`config.mk`:
```
export PLATFORM = sky130hd
export DESIGN_NAME = fft_agu
export DESIGN_NICKNAME = d
export VERILOG_FILES = /design/src/rtl/fft_agu_pkg.sv /design/src/rtl/fft_agu_bitrev.sv /design/src/rtl/fft_agu.sv
export SDC_FILE = /design/constraint.sdc
export NUM_CORES = 1
export LEC_CHECK = 0
export ABC_CLOCK_PERIOD_IN_PS = 3200
export BUFFER_PORTS_ARGS = -buffer_cell sky130_fd_sc_hd__buf_2
export CAP_MARGIN = 20
export CELL_PAD_IN_SITES_DETAIL_PLACEMENT = 0
export CELL_PAD_IN_SITES_GLOBAL_PLACEMENT = 1
export CORE_MARGIN = 2
export CORE_UTILIZATION = 38
export CTS_CLUSTER_SIZE = 24
export DETAILED_ROUTE_END_ITERATION = 12
export GPL_ROUTABILITY_DRIVEN = 1
export GPL_TIMING_DRIVEN = 0
export PLACE_DENSITY_LB_ADDON = 0.1
export SLEW_MARGIN = 10
export SYNTH_ARGS = -nofsm -noshare
export SYNTH_HDL_FRONTEND = slang
export SYNTH_SLANG_ARGS = --single-unit
export TNS_END_PERCENT = 10
```
`constraint.sdc`:
```
create_clock -name clk -period 3.2 [get_ports clk]
set_input_delay 0.48 -clock clk [delete_from_list [all_inputs] [get_ports clk]]
set_output_delay 0.48 -clock clk [all_outputs]
set_load 0.01 [all_outputs]
```
`src/rtl/fft_agu_pkg.sv`:
```
// Shared types and constants for the FFT address generator.
// FSM state encoding, sweep-mode constants and the stage output width.
package fft_agu_pkg;

  typedef enum logic [1:0] {
    IDLE = 2'd0,
    RUN  = 2'd1,
    DONE = 2'd2
  } agu_state_e;

  localparam logic MODE_BFLY = 1'b0;
  localparam logic MODE_BREV = 1'b1;

  localparam int STAGE_W = 4;

endpackage

```
`src/rtl/fft_agu_bitrev.sv`:
```
// Combinational bit reversal of an FFTSIZ-bit index.
// Only instantiated when FFT_AGU_BITREV_EN is defined.
module fft_bitrev #(
  parameter int FFTSIZ = 3
) (
  input  logic [FFTSIZ-1:0] idx_i,
  output logic [FFTSIZ-1:0] rev_o
);

  always_comb begin
    rev_o = '0;
    for (int b = 0; b < FFTSIZ; b++) begin
      rev_o[b] = idx_i[FFTSIZ-1-b];
    end
  end

endmodule

```
`src/rtl/fft_agu.sv`:
```
// FFT address generator: butterfly operand sweep or in-place bit-reverse swap list.
// Optional feature macro: FFT_AGU_BITREV_EN enables the bit-reverse mode.
module fft_agu
  import fft_agu_pkg::*;
#(
  parameter int MDATAW = 8,
  parameter int FFTSIZ = 3
) (
  input  logic               clk,
  input  logic               rst,
  input  logic               start,
  input  logic               abort,
  input  logic               mode,
  input  logic [MDATAW-1:0]  base,
  input  logic               rdy,
  output logic               vld,
  output logic [MDATAW-1:0]  addr_a,
  output logic [MDATAW-1:0]  addr_b,
  output logic [FFTSIZ-1:0]  twd,
  output logic [STAGE_W-1:0] stage,
  output logic               busy,
  output logic               done,
  output logic [1:0]         dbg_state
);

  // Handshake: a pair is consumed on a rising edge where vld and rdy are both
  // high; while vld is high and rdy low, every output holds its value.

  localparam int                 N      = 1 << FFTSIZ;
  localparam logic [FFTSIZ-1:0]  K_LAST = FFTSIZ'(N / 2 - 1);
  localparam logic [STAGE_W-1:0] S_LAST = STAGE_W'(FFTSIZ - 1);

  agu_state_e         state_q;
  logic [STAGE_W-1:0] s_q;
  logic [FFTSIZ-1:0]  k_q;
  logic [MDATAW-1:0]  base_q;
  logic               vld_q, busy_q, done_q;
  logic [MDATAW-1:0]  addr_a_q, addr_b_q;
  logic [FFTSIZ-1:0]  twd_q;
  logic [STAGE_W-1:0] stage_q;

  logic               first;
  logic               brev_cur;
  logic               have_nx;
  logic               load;
  logic [STAGE_W-1:0] s_nx;
  logic [FFTSIZ-1:0]  k_nx;
  logic [FFTSIZ-1:0]  half_m, jmask, j_ix;
  logic [FFTSIZ-1:0]  top_ix, bot_ix, twd_nx;
  logic [MDATAW-1:0]  base_cur;

  assign first    = (state_q == IDLE);
  assign base_cur = first ? base : base_q;

`ifdef FFT_AGU_BITREV_EN
  logic              mode_q;
  logic              brev_found;
  logic [FFTSIZ-1:0] brev_idx;
  logic [FFTSIZ-1:0] rev_ix;
  logic [FFTSIZ:0]   srch_from;

  assign brev_cur = first ? (mode == MODE_BREV) : (mode_q == MODE_BREV);

  // Qualification i < rev(i) depends only on the loop constant, so the search
  // reduces to a priority pick over a fixed mask above the current index.
  function automatic logic brev_qual(input int c);
    int r;
    r = 0;
    for (int b = 0; b < FFTSIZ; b++) begin
      if (c[b]) r = r | (1 << (FFTSIZ - 1 - b));
    end
    return c < r;
  endfunction

  assign srch_from = first ? '0 : ({1'b0, k_q} + 1'b1);

  always_comb begin
    brev_found = 1'b0;
    brev_idx   = '0;
    for (int c = N - 1; c >= 0; c--) begin
      if (brev_qual(c) && (c >= int'(srch_from))) begin
        brev_found = 1'b1;
        brev_idx   = FFTSIZ'(c);
      end
    end
  end

  fft_bitrev #(.FFTSIZ(FFTSIZ)) u_bitrev (
    .idx_i (k_nx),
    .rev_o (rev_ix)
  );
`else
  logic unused_mode;
  assign unused_mode = mode;
  assign brev_cur    = 1'b0;
`endif

  // Next counter position; have_nx low means the sweep has no further pair.
  always_comb begin
    s_nx    = s_q;
    k_nx    = k_q;
    have_nx = 1'b0;
`ifdef FFT_AGU_BITREV_EN
    if (brev_cur) begin
      s_nx    = '0;
      k_nx    = brev_idx;
      have_nx = brev_found;
    end else
`endif
    if (first) begin
      s_nx    = '0;
      k_nx    = '0;
      have_nx = 1'b1;
    end else if (k_q == K_LAST) begin
      if (s_q != S_LAST) begin
        s_nx    = s_q + 1'b1;
        k_nx    = '0;
        have_nx = 1'b1;
      end
    end else begin
      k_nx    = k_q + 1'b1;
      have_nx = 1'b1;
    end
  end

  always_comb begin
    half_m = FFTSIZ'(1) << s_nx;
    jmask  = half_m - 1'b1;
    j_ix   = k_nx & jmask;
    top_ix = ((k_nx & ~jmask) << 1) | j_ix;
    bot_ix = top_ix | half_m;
    twd_nx = j_ix << (S_LAST - s_nx);
`ifdef FFT_AGU_BITREV_EN
    if (brev_cur) begin
      top_ix = k_nx;
      bot_ix = rev_ix;
      twd_nx = '0;
    end
`endif
  end

  assign load = have_nx &&
                ((first && start) || (state_q == RUN && !abort && vld_q && rdy));

  always_ff @(posedge clk or negedge rst) begin
    if (!rst) begin
      state_q  <= IDLE;
      s_q      <= '0;
      k_q      <= '0;
      base_q   <= '0;
      vld_q    <= 1'b0;
      busy_q   <= 1'b0;
      done_q   <= 1'b0;
      addr_a_q <= '0;
      addr_b_q <= '0;
      twd_q    <= '0;
      stage_q  <= '0;
`ifdef FFT_AGU_BITREV_EN
      mode_q   <= MODE_BFLY;
`endif
    end else begin
      done_q <= 1'b0;
      if (load) begin
        s_q      <= s_nx;
        k_q      <= k_nx;
        addr_a_q <= base_cur + MDATAW'({top_ix, 1'b0});
        addr_b_q <= base_cur + MDATAW'({bot_ix, 1'b0});
        twd_q    <= twd_nx;
        stage_q  <= brev_cur ? '0 : s_nx;
      end
      unique case (state_q)
        IDLE: begin
          if (start) begin
            state_q <= RUN;
            busy_q  <= 1'b1;
            vld_q   <= have_nx;
            base_q  <= base;
`ifdef FFT_AGU_BITREV_EN
            mode_q  <= mode;
`endif
          end
        end
        RUN: begin
          if (abort) begin
            state_q <= IDLE;
            busy_q  <= 1'b0;
            vld_q   <= 1'b0;
          end else if (!vld_q || (rdy && !have_nx)) begin
            state_q <= DONE;
            busy_q  <= 1'b0;
            vld_q   <= 1'b0;
            done_q  <= 1'b1;
          end
        end
        DONE:    state_q <= IDLE;
        default: state_q <= IDLE;
      endcase
    end
  end

  assign vld       = vld_q;
  assign addr_a    = addr_a_q;
  assign addr_b    = addr_b_q;
  assign twd       = twd_q;
  assign stage     = stage_q;
  assign busy      = busy_q;
  assign done      = done_q;
  assign dbg_state = state_q;

endmodule

```
==> impl_summary.log, run 1 <==
INFO  metric regToRegSetupSlack = -0.02 ns
INFO  metric antennaDiodeCount = 0
INFO  metric setup_violations = 2
INFO  metric final_area = between 2000 and 3000 um2
INFO  metric crit_path_max_incr_delay = between 0.4 and 0.5 ns
INFO  metric ys_warn_count = 0
INFO  metric synth_top_cell_area_share = just over 40%
INFO  metric rsz0062_at_grt = true
INFO  metric share_of_final_layout_standard_cells_stronger_than_drive_strength_1 = a little over a third
INFO  metric detail_route.iter0.violations = 107
INFO  metric synth_unique_cells = 47
INFO  metric final-max-slew-violation-count = 0
INFO  metric critical_path_s_top_delay_family = compound AO/OA/AOI/OAI gates
INFO  metric syn2layout_area_growth = 27.2%
INFO  metric post-synth-top-count-cell = nand2_1
INFO  metric reg2reg_from = k_q[0]$_DFFE_PN0P_
INFO  metric initial_core_util = between 30% and 40%
INFO  metric global_route_wire_length_before_repair = roughly 8.8 mm
INFO  metric globalRouteOverflowTotal = 0
INFO  metric max-clock-path-buffers = 2
INFO  metric synth.yosys.seq_area_share = approximately two fifths
INFO  metric critical_path.reg2reg.endpoint = addr_b[7]$_DFFE_PN0P_
INFO  metric fin_skew = 0.00505 ns
INFO  metric vias = roughly 1.9k
INFO  metric synth.net_count = about 270
INFO  metric final_min_period_over_clock_period = 101%
INFO  metric io_pins = 42
INFO  metric design.die.area = 6740 um2
INFO  metric cts.clk_slew.worst_paths = ~0.070 ns
INFO  metric ys.flop_type = dfrtp_1
INFO  metric grt_use_total = between 10% and 20%
INFO  metric start_kind = flop
INFO  metric layout.nets = roughly 330
INFO  metric kind_of_critical_path = reg2reg
INFO  metric port_buffers = 40
INFO  metric mappedNetlistArea = between 2000 and 2500 um2
INFO  metric hold_path_class = in2async
INFO  metric pin_count_of_the_biggest_net_entering_global_routing = 39
INFO  metric dpl_cell_area = approximately 2600 um2
INFO  metric routed_wl = between 5 and 6 mm
INFO  metric drc_errors = 0
INFO  metric design_power_total = roughly 2.4 mW
INFO  metric synth_enable_flop_cells = 0
INFO  metric syn-mean-instance-area = 9.58 um2
INFO  metric antenna_left = 0
INFO  metric period_needed = approximately 3.2 ns
INFO  metric maxClockFrequency = between 300 and 400 MHz
INFO  metric ys_seq_elements = 38
INFO  metric routed_via_density = about 5.0
INFO  metric worst-slew-pin-transition = roughly 0.86 ns
INFO  metric synth.largest_area_cell = dfrtp_1
INFO  metric timing.critical_path.arrival = ~3.4 ns
INFO  metric run_status = complete, but fails checks
INFO  metric routed_wire_length_per_instance = around 15 um
INFO  metric crit_chain = ha_4, nand2b_4, buf_6, o21a_4, a2111oi_4, a21o_4, nand2_4, ha_4, nand2b_4, and2_4, fa_2, inv_2, a21oi_2, nor2_2, nand2_1, xnor2_1, o21ai_1
INFO  metric final.setup.worst_slack = -0.0185 ns
INFO  metric worstSkewPairLatency = ~0.29 ns
INFO  metric critPathSlowestCell = dfrtp_1
INFO  metric hold_viol_final = 0
INFO  metric htree_levels = 2
INFO  metric worst-path-buf-inv = 2
INFO  metric r2r.worst_path.cells = 17
INFO  metric cp.required = between 3 and 4 ns
INFO  metric drt_pre_antenna_iters = 4
INFO  metric cap_violations = 0
INFO  metric clkSinkCount = 38
INFO  metric fp.dieH = between 80 and 90 um
INFO  metric first_global_vias = ~1.7k
INFO  metric cts_inserted_buffers = 5
INFO  metric max-vdd-ir-drop = between 0.4 and 0.5 mV
INFO  metric clockRootBuffer = clkbuf_8
INFO  metric power.static_leakage = 1.40 nW
INFO  metric crit_path_end_kind = flop
INFO  metric number_of_cells_produced_by_synthesis = between 200 and 250
INFO  metric clock_tree_from_tritoncts = yes
INFO  metric timing.hold.ws = between 0.2 and 0.3 ns
INFO  metric maxSlewHeadroom = 42.7%
INFO  metric power-per-cell-area = just over 800 nW/um2
INFO  metric ff_latch_area = ~950 um2
INFO  metric core_area = 5920 um2
INFO  metric path_max_fanout = 5
INFO  metric multi_input_area = 1380 um2
INFO  metric synthTopCellsByCount = nand2_1 (41), dfrtp_1 (38), o21ai_0 (15), mux2_2 (13)
INFO  metric dpl.hpwl = around 4.0 mm
INFO  metric nFillCells = slightly below 600
INFO  metric fp-row-count = 28
INFO  metric violations = setup timing
INFO  metric placement.setup.worst_slack = -0.341 ns
INFO  metric ys_top_cells_by_area = dfrtp_1 (41%), nand2_1 (6.6%), mux2_2 (6.3%)
INFO  metric hold_buffers = 0
INFO  metric die-width = 82.1 um
INFO  metric ys_async_sr_fraction = between 90% and 100%
INFO  metric grt_antenna_before_repair = 0
INFO  metric final_weighted_congestion_of_routability_driven_global_placement = 0.822
-- registers in the layout (all words and copies together), names as in the netlist, 2 cells and up --
name	count
addr_a	8
addr_b	7
base_q	8
dbg_state	2
k_q	3
stage	4
twd	3
-- layout make-up --
class	count	area share (%)
multi-input cells	184	46.8
flip-flops and latches	38	32.4
repair buffers	53	10.7
well taps	75	3.18
clock buffers	7	2.59
plain buffers	11	2.12
inverters	9	1.23
clock inverters	1	1.02
-- report_power, final --
part	leakage, nW	internal, mW	switching, mW	total [mW]
Combinational	0.875	0.562	0.719	1.28
Clock	0.0524	0.233	0.167	0.400
Sequential	0.473	0.659	0.0992	0.758
Total	1.40	1.45	0.985	2.44
-- cells in the final DEF, fill, tap and decap left out, types with 3 or more instances in the layout --
cell	netlist	layout
buf_2	5	44
nand2_4	0	3
o21ai_1	8	11
mux2_2	13	13
nor4_1	3	3
and2_1	4	3
a21oi_2	1	4
clkbuf_8	0	5
nor3_1	5	4
nor2b_1	4	4
inv_1	9	7
ha_1	11	9
clkbuf_1	4	5
nand2_1	41	37
nor2_1	11	10
dfrtp_1	38	36
xor2_1	8	8
mux2i_1	5	5
buf_4	1	12
a21o_1	3	3
o21ai_0	15	11
nand3_1	6	6
a21oi_1	9	6
xnor2_1	6	6
-- worst reg2reg max path: stages, from the launching register on --
cell	delay (ns)
dfrtp_1	0.41
ha_4	0.19
nand2b_4	0.05
buf_6	0.12
o21a_4	0.20
a2111oi_4	0.36
a21o_4	0.21
nand2_4	0.06
ha_4	0.24
nand2b_4	0.16
and2_4	0.17
fa_2	0.36
inv_2	0.06
a21oi_2	0.05
nor2_2	0.12
nand2_1	0.09
xnor2_1	0.16
o21ai_1	0.07
-- routing by layer --
layer | part of all wire, % | up-vias | track usage [%]
li1 | - | 959 | -
met1 | 53 | 876 | 27.4
met2 | 42 | 43 | 24.4
met3 | 4.7 | 8 | 3.48
met4 | 1.2 | 0 | 5.17
met5 | 0 | - | 0
-- repair_timing --
item	4_1_cts	5_1_grt
setup endpoints to repair	10	9
cloned	0	0
pin swaps	5	12
buffers inserted	7	6
gates resized for setup	9	20
-- worst max-delay path by stage --
stage                         start                    end  slack [ns]  cells past startpoint
6_report         k_q[0]$_DFFE_PN0P_  addr_b[7]$_DFFE_PN0P_       -0.02                     17
5_1_grt          k_q[0]$_DFFE_PN0P_  addr_b[7]$_DFFE_PN0P_       -0.19                     17
4_1_cts          k_q[1]$_DFFE_PN0P_  addr_a[6]$_DFFE_PN0P_       -0.03                     16
3_5_place_dp   stage[0]$_DFFE_PN0P_  addr_a[6]$_DFFE_PN0P_       -0.34                     17
3_3_place_gp   stage[0]$_DFFE_PN0P_  addr_a[6]$_DFFE_PN0P_       -0.32                     17
2_1_floorplan    k_q[0]$_DFFE_PN0P_  addr_a[6]$_DFFE_PN0P_        0.02                     16
-- stage by stage --
step / std cells / util [%] / setup TNS, ns
floorplan: 242 / - / 0
detailed placement: 357 / 44.7 / -2.22
global route: 378 / 49.8 / -0.773
CTS: 372 / 47.9 / -0.0530
global placement: 357 / 44.7 / -2.15
finish: 378 / 49.8 / -0.0209
-- cells by family (layout without fill, tap and decap cells) --
family | Yosys count | in the layout | share of synthesized area, %
DFF | 38 | 38 | 41.0
AOI/OAI and AO/OA | 52 | 52 | 15.6
xor gates and xnor gates | 14 | 14 | 5.29
and+or+nand+nor | 87 | 87 | 18.0
adders and majority gates | 13 | 13 | 7.67
muxes | 18 | 18 | 8.48
buffers and inverters | 20 | 81 | 4.00
Note: power is estimated with default switching activity, not from simulation.
==> run 2: changes to the inputs <==
Settings changed: ABC_CLOCK_PERIOD_IN_PS 3200 to 2600.
Clock period 3.2 ns to 2.6 ns, I/O delays scaled along.
==> run 2 against run 1 <==
Die area is the same; highest routed layer unchanged; sequential power grew 23%; critical path depth shrank 2; critical endpoint is now addr_b[6]$_DFFE_PN0P_; final cell count grew 3.2%; worst hold slack lost 0.076 ns; clock power is essentially flat; the flow still finishes with violations (setup timing); first-iteration DRC count shrank 37%; cell area grew 5.0%; non-clock buffer count grew 14.
==> impl_summary.log, run 2 (synthesis gave the netlist of run 1 again) <==
INFO  metric routed_wire_length_per_instance = 14.4 um (-1.7%)
INFO  metric hold_path_class = in2async
INFO  metric grt_use_total = 18.3% (+0.71 points)
INFO  metric core_area = 5920 um2 (unchanged)
INFO  metric dpl_cell_area = 2660 um2 (+0.47%)
INFO  metric die-width = 82.1 um (unchanged)
INFO  metric final-max-slew-violation-count = 0 (unchanged)
INFO  metric clock_tree_from_tritoncts = yes
INFO  metric final.setup.worst_slack = -0.556 ns (-0.537 ns)
INFO  metric cp.required = 2.76 ns (-0.60 ns)
INFO  metric run_status = complete, but fails checks
INFO  metric globalRouteOverflowTotal = 0 (unchanged)
INFO  metric max-clock-path-buffers = 2 (unchanged)
INFO  metric cap_violations = 0 (unchanged)
INFO  metric kind_of_critical_path = reg2reg
INFO  metric first_global_vias = 1880 (+7.6%)
INFO  metric timing.hold.ws = 0.213 ns (-0.0764 ns)
INFO  metric fp-row-count = 28 (unchanged)
INFO  metric regToRegSetupSlack = -0.56 ns (-0.54 ns)
INFO  metric critical_path.reg2reg.endpoint = addr_b[6]$_DFFE_PN0P_
INFO  metric finalSetupTns = -5.33 ns (-5.31 ns)
INFO  metric routed_wl = 5.60 mm (+1.4%)
INFO  metric worst_path_most_repeated_cell = ha_4
INFO  metric cts_inserted_buffers = 5 (unchanged)
INFO  metric detail_route.iter0.violations = 67 (-37%)
INFO  metric maxSlewHeadroom = 42.7% (about the same)
INFO  metric crit_path_max_incr_delay = 0.44 ns (+0.03 ns)
INFO  metric fp.dieH = 82.1 um (unchanged)
INFO  metric power-per-cell-area = 969 nW/um2 (+17%)
INFO  metric final_weighted_congestion_of_routability_driven_global_placement = 0.822 (about the same)
INFO  metric rsz0062_at_grt = true
INFO  metric clkSinkCount = 38 (unchanged)
INFO  metric crit_path_end_kind = flop
INFO  metric path_max_fanout = 7 (+2)
INFO  metric period_needed = 3.16 ns (-0.0625 ns)
INFO  metric max-vdd-ir-drop = 0.515 mV (+18%)
INFO  metric global_route_wire_length_before_repair = 9.21 mm (+4.2%)
INFO  metric worst-path-buf-inv = 2 (unchanged)
INFO  metric layout_common_cells = buf_2 (44), nand2_1 (37), dfrtp_1 (36)
INFO  metric port_buffers = 40 (unchanged)
INFO  metric drc_errors = 0 (unchanged)
INFO  metric clockRootBuffer = clkbuf_8
INFO  metric fin_skew = 0.00466 ns (-0.000390 ns)
INFO  metric reg2reg_from = stage[0]$_DFFE_PN0P_
INFO  metric final_min_period_over_clock_period = 121% (+21 points)
INFO  metric nFillCells = 575 (-1.7%)
INFO  metric drt_pre_antenna_iters = 4 (unchanged)
INFO  metric share_of_final_layout_standard_cells_stronger_than_drive_strength_1 = 42.5% (+6.2 points)
INFO  metric dpl.hpwl = 3.98 mm (+0.53%)
INFO  metric worst-slew-pin-transition = 0.860 ns (+0.000287 ns)
INFO  metric routed_via_density = 5.01 (+0.37%)
INFO  metric setup_violations = 14 (+12)
INFO  metric crit_chain = buf_6, nand3_2, o21a_4, a2111oi_4, a21o_4, nand2_4, ha_4, buf_4, nand2_1, nand3_1, ha_4, a21oi_2, nor3_1, xor2_1, o21ai_0
INFO  metric final_area = 3090 um2 (+5.0%)
INFO  metric power.static_leakage = 1.44 nW (+2.9%)
INFO  metric timing.critical_path.arrival = 3.32 ns (-0.05 ns)
INFO  metric pin_count_of_the_biggest_net_entering_global_routing = 39 (unchanged)
INFO  metric maxClockFrequency = 317 MHz (+2.0%)
INFO  metric vias = 1953 (+3.6%)
INFO  metric r2r.worst_path.cells = 15 (-2)
INFO  metric design_power_total = 3.00 mW (+23%)
INFO  metric violations = setup timing
INFO  metric design.die.area = 6740 um2 (unchanged)
INFO  metric htree_levels = 2 (unchanged)
INFO  metric layout.nets = 343 (+4.3%)
INFO  metric antennaDiodeCount = 0 (unchanged)
INFO  metric syn2layout_area_growth = 33.5%
INFO  metric start_kind = flop
INFO  metric hold_viol_final = 0 (unchanged)
INFO  metric io_pins = 42 (unchanged)
INFO  metric worstSkewPairLatency = 0.28 ns (about the same)
INFO  metric cts.clk_slew.worst_paths = 0.07 ns (about the same)
INFO  metric grt_antenna_before_repair = 0 (unchanged)
INFO  metric antenna_left = 0 (unchanged)
INFO  metric placement.setup.worst_slack = -0.861 ns (-0.520 ns)
INFO  metric initial_core_util = 39.1% (unchanged)
INFO  metric critPathSlowestCell = dfrtp_2
INFO  metric layout_commonest_cell = buf_2
INFO  metric critical_path_s_top_delay_family = compound AO/OA/AOI/OAI gates
==> run 2: changes by cell type in the layout (fill, tap and decap cells not counted), sizes merged <==
cell / before / now
bufinv: 1 / 0
clkbuf: 12 / 11
buf: 59 / 73
==> run 2: cell type report <==
type,instances,area (um2),area share (%)
buffer,11,61.3,1.98
clock buffer,6,82.6,2.67
inverter,9,33.8,1.09
multi-input combinational,184,1460,47.3
sequential,38,953,30.8
tap,75,93.8,3.03
timing repair buffer,67,407,13.1
==> run 2: worst register-to-register path: cells and delay by family (launching register included) <==
kind                       cells  cell delay (ns)
DFF                            1             0.44
and+or+nand+nor                5             0.55
buffers and inverters          2             0.29
AOI/OAI and AO/OA              5             0.99
adders and majority gates      2             0.57
xor gates and xnor gates       1             0.19
==> run 2: how the worst max path moves through the flow <==
stage	slack [ns]	depth (start not counted)	from	to
floorplan	-0.54	17	k_q[0]$_DFFE_PN0P_	addr_b[7]$_DFFE_PN0P_
detailed placement	-0.86	18	stage[0]$_DFFE_PN0P_	addr_b[7]$_DFFE_PN0P_
CTS	-0.55	16	stage[0]$_DFFE_PN0P_	addr_b[7]$_DFFE_PN0P_
finish	-0.56	15	stage[0]$_DFFE_PN0P_	addr_b[6]$_DFFE_PN0P_
global route	-0.74	16	stage[0]$_DFFE_PN0P_	addr_a[4]$_DFFE_PN0P_
global placement	-0.87	18	stage[0]$_DFFE_PN0P_	addr_b[7]$_DFFE_PN0P_
==> run 2: repair_timing <==
item | CTS | global route
pin swaps | 15 | 15
resized for setup | 24 | 16
endpoints found under the setup margin | 15 | 14
setup buffers | 18 | 9
hold buffers | 0 | 0
==> run 2: layer usage <==
layer  vias up  wire length, um  GRT usage (%)
li1        988                -              -
met1       922             2820           26.4
met2        36             2510           27.8
met3         7              205           3.80
met4         0               64           5.50
met5         -                0              0
==> run 2: metrics by stage <==
step / instances / util [%]
2_1_floorplan: 242 / -
3_3_place_gp: 357 / 44.9
3_5_place_dp: 357 / 44.9
4_1_cts: 381 / 50.1
5_1_grt: 390 / 52.3
6_report: 390 / 52.3
==> run 2: power by group <==
part / switching [mW] / total [mW] / internal [mW] / leakage (nW)
Sequential: 0.122 / 0.934 / 0.812 / 0.473
Clock: 0.193 / 0.398 / 0.204 / 0.0431
Combinational: 0.909 / 1.67 / 0.758 / 0.925
Total: 1.22 / 3.00 / 1.77 / 1.44
